## src/rtl/fp16_to_int_converter.sv

```systemverilog
// Converts an IEEE-754 binary16 operand to a saturating signed 16-bit integer
// using round-half-to-even, with nan/overflow/inexact flags and valid/ready handshakes.
module fp16_to_int_converter #(
  parameter int unsigned DATA_WIDTH = 16
) (
  input  logic                  clk,
  input  logic                  reset,
  input  logic                  in_valid,
  output logic                  in_ready,
  input  logic [DATA_WIDTH-1:0] in_data,
  output logic                  out_valid,
  input  logic                  out_ready,
  output logic [DATA_WIDTH-1:0] out_data,
  output logic [2:0]            out_flags
);

  typedef enum logic [1:0] {
    StIdle,
    StShift,
    StRound,
    StDone
  } state_e;

  state_e                state_q, state_d;
  logic [26:0]           r_q, r_d;
  logic [3:0]            count_q, count_d;
  logic                  sign_q, sign_d;
  logic [DATA_WIDTH-1:0] out_data_q, out_data_d;
  logic [2:0]            out_flags_q, out_flags_d;

  logic       in_sign;
  logic [4:0] in_exp;
  logic [9:0] in_man;

  assign in_sign = in_data[15];
  assign in_exp  = in_data[14:10];
  assign in_man  = in_data[9:0];

  // Operand classification: everything that bypasses the shifter.
  logic                  is_special;
  logic [DATA_WIDTH-1:0] spec_data;
  logic [2:0]            spec_flags;
  logic [DATA_WIDTH-1:0] sat_data;

  assign sat_data = in_sign ? 16'h8000 : 16'h7FFF;

  always_comb begin
    is_special = 1'b1;
    spec_data  = '0;
    spec_flags = 3'b000;
    if (in_exp == 5'd31) begin
      if (in_man != 10'd0) begin
        spec_flags = 3'b100;
      end else begin
        spec_data  = sat_data;
        spec_flags = 3'b010;
      end
    end else if (in_exp == 5'd0) begin
      spec_flags = {2'b00, |in_man};
    end else if (in_exp < 5'd14) begin
      // Magnitude below 0.5 always rounds to zero.
      spec_flags = 3'b001;
    end else if (in_exp == 5'd30) begin
      if (in_data == 16'hF800) begin
        spec_data  = 16'h8000;
        spec_flags = 3'b000;
      end else begin
        spec_data  = sat_data;
        spec_flags = 3'b010;
      end
    end else begin
      is_special = 1'b0;
    end
  end

  // Rounding of the shifted fixed-point value.
  logic                  rnd_lsb, rnd_guard, rnd_sticky;
  logic [15:0]           rnd_mag;
  logic [DATA_WIDTH-1:0] rnd_data;

  assign rnd_lsb    = r_q[11];
  assign rnd_guard  = r_q[10];
  assign rnd_sticky = |r_q[9:0];
  assign rnd_mag    = r_q[26:11] + {15'd0, rnd_guard & (rnd_sticky | rnd_lsb)};
  assign rnd_data   = sign_q ? (~rnd_mag + 16'd1) : rnd_mag;

  always_comb begin
    state_d     = state_q;
    r_d         = r_q;
    count_d     = count_q;
    sign_d      = sign_q;
    out_data_d  = out_data_q;
    out_flags_d = out_flags_q;
    unique case (state_q)
      StIdle: begin
        if (in_valid) begin
          sign_d = in_sign;
          if (is_special) begin
            out_data_d  = spec_data;
            out_flags_d = spec_flags;
            state_d     = StDone;
          end else begin
            if (in_exp == 5'd14) begin
              r_d     = {16'd0, 1'b1, in_man};
              count_d = 4'd0;
            end else begin
              r_d     = {15'd0, 1'b1, in_man, 1'b0};
              count_d = 4'(in_exp - 5'd15);
            end
            state_d = StShift;
          end
        end
      end
      StShift: begin
        if (count_q != 4'd0) begin
          r_d     = {r_q[25:0], 1'b0};
          count_d = count_q - 4'd1;
        end else begin
          state_d = StRound;
        end
      end
      StRound: begin
        out_data_d  = rnd_data;
        out_flags_d = {2'b00, rnd_guard | rnd_sticky};
        state_d     = StDone;
      end
      StDone: begin
        if (out_ready) begin
          state_d = StIdle;
        end
      end
      default: state_d = StIdle;
    endcase
  end

  always_ff @(posedge clk) begin
    if (reset) begin
      state_q     <= StIdle;
      r_q         <= '0;
      count_q     <= '0;
      sign_q      <= 1'b0;
      out_data_q  <= '0;
      out_flags_q <= '0;
    end else begin
      state_q     <= state_d;
      r_q         <= r_d;
      count_q     <= count_d;
      sign_q      <= sign_d;
      out_data_q  <= out_data_d;
      out_flags_q <= out_flags_d;
    end
  end

  assign in_ready  = (state_q == StIdle) & ~reset;
  assign out_valid = (state_q == StDone) & ~reset;
  assign out_data  = out_data_q;
  assign out_flags = out_flags_q;

endmodule
```

## config.mk

```make
export PLATFORM = sky130hd
export DESIGN_NAME = fp16_to_int_converter
export DESIGN_NICKNAME = d
export VERILOG_FILES = /design/src/rtl/fp16_to_int_converter.sv
export SDC_FILE = /design/constraint.sdc
export NUM_CORES = 1
export LEC_CHECK = 0
export ABC_CLOCK_PERIOD_IN_PS = 3000
export BUFFER_PORTS_ARGS = -buffer_cell sky130_fd_sc_hd__buf_2
export CAP_MARGIN = 10
export CORE_MARGIN = 2
export CORE_UTILIZATION = 30
export DETAILED_ROUTE_END_ITERATION = 8
export GPL_ROUTABILITY_DRIVEN = 0
export HOLD_SLACK_MARGIN = 0.06
export SYNTH_ARGS = -nofsm -noshare
export SYNTH_HDL_FRONTEND = slang
export SYNTH_SLANG_ARGS = --single-unit
```

## constraint.sdc

```tcl
create_clock -name clk -period 3 [get_ports clk]
set_input_delay 0.15 -clock clk [delete_from_list [all_inputs] [get_ports clk]]
set_output_delay 0.15 -clock clk [all_outputs]
set_load 0.005 [all_outputs]
```

After elaboration in Yosys (flattened, before gate mapping)
Cells that the tools add are included.
- register bits after elaboration: 53
- input bits: 20
- output and inout port bits: 21
- word-level logic and storage cells: 82
- $add $sub $neg: 4
- magnitude comparators: 1
- equality and inequality tests: 13
- multiplexer cells: 39
- bitwise gates (word level): 7
- reduce and logical (&&, ||, !) cells: 12
- operators with widths (kind ; count):
    two-way mux 16 bit ; 10
    two-way mux 27 bit ; 3
    case mux 27 bit (2 select lines) ; 1
    case mux 16 bit (2 select lines) ; 1
    OR reduction 10 bit ; 2
    adder 16 x 1 -> 16 bit ; 1
    adder 16 x 1 -> 16 bit (second input constant) ; 1
    equality test 16 bit (second input constant) ; 1
    two-way mux 2 bit ; 8
    two-way mux 4 bit ; 4
    inverter 16 bit ; 1
    two-way mux 12 bit ; 1
    two-way mux 3 bit ; 4
    inequality test 2 bit (second input constant) ; 6
    equality test 5 bit (second input constant) ; 2
    nonzero test 10 bit ; 1
    case mux 2 bit (4 select lines) ; 1
    case mux 4 bit (2 select lines) ; 1
    case mux 3 bit (2 select lines) ; 1
    AND reduction 3 bit ; 2
    equality test 5 x 4 -> 1 bit (second input constant) ; 1
    logical NOT 5 bit ; 1
    < comparator 5 x 4 -> 1 bit (second input constant) ; 1
    equality test 2 bit (second input constant) ; 2
    other kinds (12) ; 19

Logic depth before layout (Yosys ltp)
- word-level depth: 9
- mapped depth: 10

Least setup slack after synthesis
Ideal clock, no wire load.
- path kind: register to register
- start point: register r_q[10]
- end point: register out_data_q[13] (netlist: out_data[13])
- setup time: 0.079 ns
- arrival: 2.277 ns
- data required time: 2.921 ns
- path slack: 0.643 ns
- stages on the path, launching flop included: 11
- clock period less this slack: 2.357 ns
- cells stage by stage: dfxtp_1 and2_1 ha_1 clkbuf_1 nand2_1 nor4_1 nor3_2 nor2_1 and3_1 mux2_4 a211oi_2
- word-level cells in the longest chain between the ends: 6
- RTL lines (item ; RTL line ; source):
    start, declared ; 25 ; logic [26:0] r_q, r_d;
    start signal, assigned ; 146 ; r_q <= r_d;
    AND 1 bit * ; 84 ; assign rnd_mag = r_q[26:11] + {15'd0, rnd_guard & (rnd_sticky | rnd_lsb)};
    adder 16 x 1 -> 16 bit * ; 84 ;
    inverter 16 bit ; 85 ; assign rnd_data = sign_q ? (~rnd_mag + 16'd1) : rnd_mag;
    adder 16 x 1 -> 16 bit ; 85 ;
    two-way mux 16 bit * ; 85 ;
    case mux 16 bit (2 select lines) * ; 94 ; unique case (state_q)
    end signal, assigned ; 149 ; out_data_q <= out_data_d;
    end, declared ; 28 ; logic [DATA_WIDTH-1:0] out_data_q, out_data_d;
Mark *: on every way between the ends. The rest lies on a longest branch, timed or not.
A chain may end at the register's enable or synchronous reset.

Worst setup path after layout
- start point: register r_q[14]
- end point: register out_data_q[13] (netlist: out_data[13])
- word-level cells in the longest chain between the ends: 5
- RTL lines (item ; RTL line):
    adder 16 x 1 -> 16 bit * ; 84
    inverter 16 bit ; 85
    adder 16 x 1 -> 16 bit ; 85
    two-way mux 16 bit * ; 85
    case mux 16 bit (2 select lines) * ; 94
Marks and branches as above.

==> impl_metrics.env <==
export IMPL_outcome="finished, final reports clean"
export IMPL_die_h_um=115
export IMPL_maxSlewHeadroom_pct=30.2
export IMPL_grt_max_degree=56
export IMPL_synth_flop_cell="dfxtp_1"
export IMPL_finalCritPeriodShare_pct=85.3
export IMPL_yosys_area_top_type="dfxtp_1"
export IMPL_start_kind="flop"
export IMPL_critPathTopFamily="simple AND/OR/NAND/NOR gates"
export IMPL_drive_above_1_share_pct=14.2
export IMPL_drv_cap=0
export IMPL_seqPwrFrac_pct=32.5
export IMPL_p_leak_nw=1.61
export IMPL_worstPathCellList="nand4_2, nor4_1, nor3_2, nor2_1, and3_1, mux2_4, a211oi_2"
export IMPL_r2r_setup_slack_ns=0.44
export IMPL_path_clk_slew_ns=0.07
export IMPL_cts_resized=0
export IMPL_antenna_found_initial=0
export IMPL_pin_count=41
export IMPL_ys_top_cells_by_count="nand2_1 (76), dfxtp_1 (53), nor2_1 (48)"
export IMPL_muxShareOfSynthArea_pct=4.22
export IMPL_arrival_ns=2.77
export IMPL_port_buffers=40
export IMPL_ir_worst_vdd_uv=244
export IMPL_synthesis_nets=531
export IMPL_synth_top_cell_area_share_pct=28.9
export IMPL_setup_viol=0
export IMPL_hpwlAfterDp_mm=6.37
export IMPL_grt_total_usage_pct=14.5
export IMPL_seqCellArea_um2=1060
export IMPL_crit_buf_inv=0
export IMPL_rsz0062_at_grt="false"
export IMPL_start_util_pct=30.7
export IMPL_worst_pin_slew_ns=1.05
export IMPL_slew_viol_final=0
export IMPL_switching_power_mw=1.23
export IMPL_multiInputGateArea_um2=2360
export IMPL_fin_crit_ns=2.56
export IMPL_ys_ff_latch=53
export IMPL_worstReg2RegStart="r_q[14]"
export IMPL_yosysMostFrequentCell="nand2_1"
export IMPL_holdCritPathClass="input port to flop"
export IMPL_cts_tree="done"
export IMPL_yosys_warnings=0
export IMPL_path_class="flop to flop"
export IMPL_die_w_um=115
export IMPL_htree_levels=2
export IMPL_cpMaxStageDelayCell="dfxtp_1"
export IMPL_routed_wl_mm=8.99
export IMPL_synth_xor_area_share_pct=6.88
export IMPL_rr_worst_depth=7
export IMPL_syn_area_um2=3670
export IMPL_drt_pass1_iter_count=4
export IMPL_endpoint="out_data[13]"
export IMPL_crit_path_start="r_q[14]"
export IMPL_synth_compound_area_share_pct=21.4
export IMPL_async_flop_share_pct=0
export IMPL_yosysSeqAreaShare_pct=28.9
export IMPL_grt_pass1_vias=3322
export IMPL_synth_top_family_by_area="simple AND/OR/NAND/NOR gates"
export IMPL_nFillCells=1257
export IMPL_hold_violations=0
export IMPL_postCtsSetupBuffers=0
export IMPL_drcViolationCount=0
export IMPL_grt_pass1_wl_mm=15.8
export IMPL_syn_to_final_growth_pct=11.8
export IMPL_power_density_nw_per_um2=741
export IMPL_critPathMaxFanout=13
export IMPL_cts_buffers=5
export IMPL_viasPerCell=5.23
export IMPL_cp_depth=7
export IMPL_worst_slack_ns=0.440
export IMPL_layout_nets=542
export IMPL_n_antenna_cell=0
export IMPL_synthSimpleGateAreaFrac_pct=28.1
export IMPL_p_int_mw=1.81
export IMPL_ys_top_cells_by_area="dfxtp_1 (29%), nand2_1 (7.8%), a21oi_1 (6.1%)"
export IMPL_switching_share_pct=40.4
export IMPL_fmax_ghz=0.391
export IMPL_p_clk_share_pct=24.6
export IMPL_cts_sinks=53
export IMPL_pwr_share_comb_pct=42.9
export IMPL_dr_first_iter_drc_count=249
export IMPL_required_ns=3.21
export IMPL_dpl_worst_slack_ns=0.466
export IMPL_syn_inst=501
export IMPL_critPathMaxStageDelay_ns=0.58
export IMPL_avgSynthCellArea_um2=7.33
export IMPL_finalClockSkew_ns=0.00546
export IMPL_fin_tns_setup_ns=0
export IMPL_core_area_um2=12000
export IMPL_ctsRootBufferMaster="clkbuf_16"
export IMPL_wl_per_cell_um=13.6
export IMPL_ant_nets=0
export IMPL_yosys_cell_types_count=60
export IMPL_cts_hold_buf=0
export IMPL_r2r_end="out_data[13]"
export IMPL_clock_latency_ns=0.30
export IMPL_dieArea_um2=13100
export IMPL_synth_edff_count=0
export IMPL_clockBufferDepth=2
export IMPL_synth_fa_ha_area_share_pct=3.41
export IMPL_endpoint_kind="flop"
export IMPL_vias=3455
export IMPL_std_cell_rows=40
export IMPL_grt_overflow_total=0
[cell families after synthesis]
logic type / count (synthesis)
simple gates: 213
compound gates: 123
buf+inv: 59
flops: 53
xor+xnor: 28
mux: 15
fa+ha+maj: 10
[metal layers]
layer | GRT usage [%] | up-vias | wire length (µm)
met5 | 0 | - | 0
met3 | 2.75 | 9 | 297
met4 | 4.88 | 0 | 145
met2 | 23.7 | 47 | 4110
met1 | 19.0 | 1608 | 4430
li1 | - | 1791 | -
[worst register-to-register path, cell delays in order (launching register included)]
cell,delay (ns)
dfxtp_1,0.58
nand4_2,0.39
nor4_1,0.54
nor3_2,0.12
nor2_1,0.11
and3_1,0.22
mux2_4,0.32
a211oi_2,0.20
[worst min path at each step]
stage / endpoint / startpoint / depth (start not counted) / slack [ns]
final: sign_q / in_data[15] / 3 / 0.13
after global routing: sign_q / in_data[15] / 3 / 0.14
after CTS: sign_q / in_data[15] / 3 / 0.12
after detailed placement: sign_q / in_data[15] / 3 / 0.44
after global placement: out_flags[0] / out_flags[0] / 2 / 0.44
after floorplan: sign_q / in_data[15] / 2 / 0.30
[placed cells by master (no fill, tap or decap), types with 3 or more instances in the layout]
cell,synthesis,routed
o22ai_1,4,4
o31a_1,3,3
nor4_1,6,6
nand2b_1,4,4
xor2_1,7,7
a31oi_1,6,6
xnor2_1,20,20
a211o_1,3,3
mux2i_1,14,14
buf_4,4,7
nor3_1,17,17
clkbuf_16,0,5
nand3b_1,3,3
nand2_1,76,76
a21oi_1,45,45
buf_2,11,40
and2_1,5,5
nand4_1,8,8
dfxtp_1,53,53
inv_1,16,16
ha_1,10,10
o21ai_0,24,24
nand3_1,27,27
nor2_1,48,48
a211oi_1,9,8
a311oi_1,7,7
[sequential cells by signal, indices dropped and copies added, names as in the netlist]
signal	cells
out_flags	3
state_q	2
count_q	4
sign_q	1
r_q	27
out_data	16
[area by class of cell]
class / instances / area share, %
Clock inverter: 3 / 1.58
Sequential cell: 53 / 25.8
Clock buffer: 5 / 3.05
Multi-Input combinational cell: 389 / 57.4
Inverter: 16 / 1.46
Tap cell: 147 / 4.48
Timing Repair Buffer: 47 / 6.15
[power groups by stage]
stage / combinational, mW / clock [mW] / sequential, mW
2_1_floorplan: 0.963 / 0 / 0.991
4_1_cts: 1.31 / 0.766 / 0.988
3_5_place_dp: 1.30 / 0 / 1.00
3_3_place_gp: 1.29 / 0 / 0.997
5_1_grt: 1.50 / 0.795 / 1.01
6_report: 1.30 / 0.750 / 0.988
[stage by stage]
step | area, µm² | util [%] | cells | power, mW | hold WS [ns]
floorplan | 3670 | - | 501 | 1.95 | 0.298
global placement | 3920 | 32.7 | 652 | 2.29 | 0.439
detailed placement | 3920 | 32.7 | 652 | 2.31 | 0.441
CTS | 4110 | 34.3 | 660 | 3.06 | 0.124
global route | 4110 | 34.3 | 660 | 3.30 | 0.137
finish | 4110 | 34.3 | 660 | 3.04 | 0.133
(Power assumes the default switching activity.)
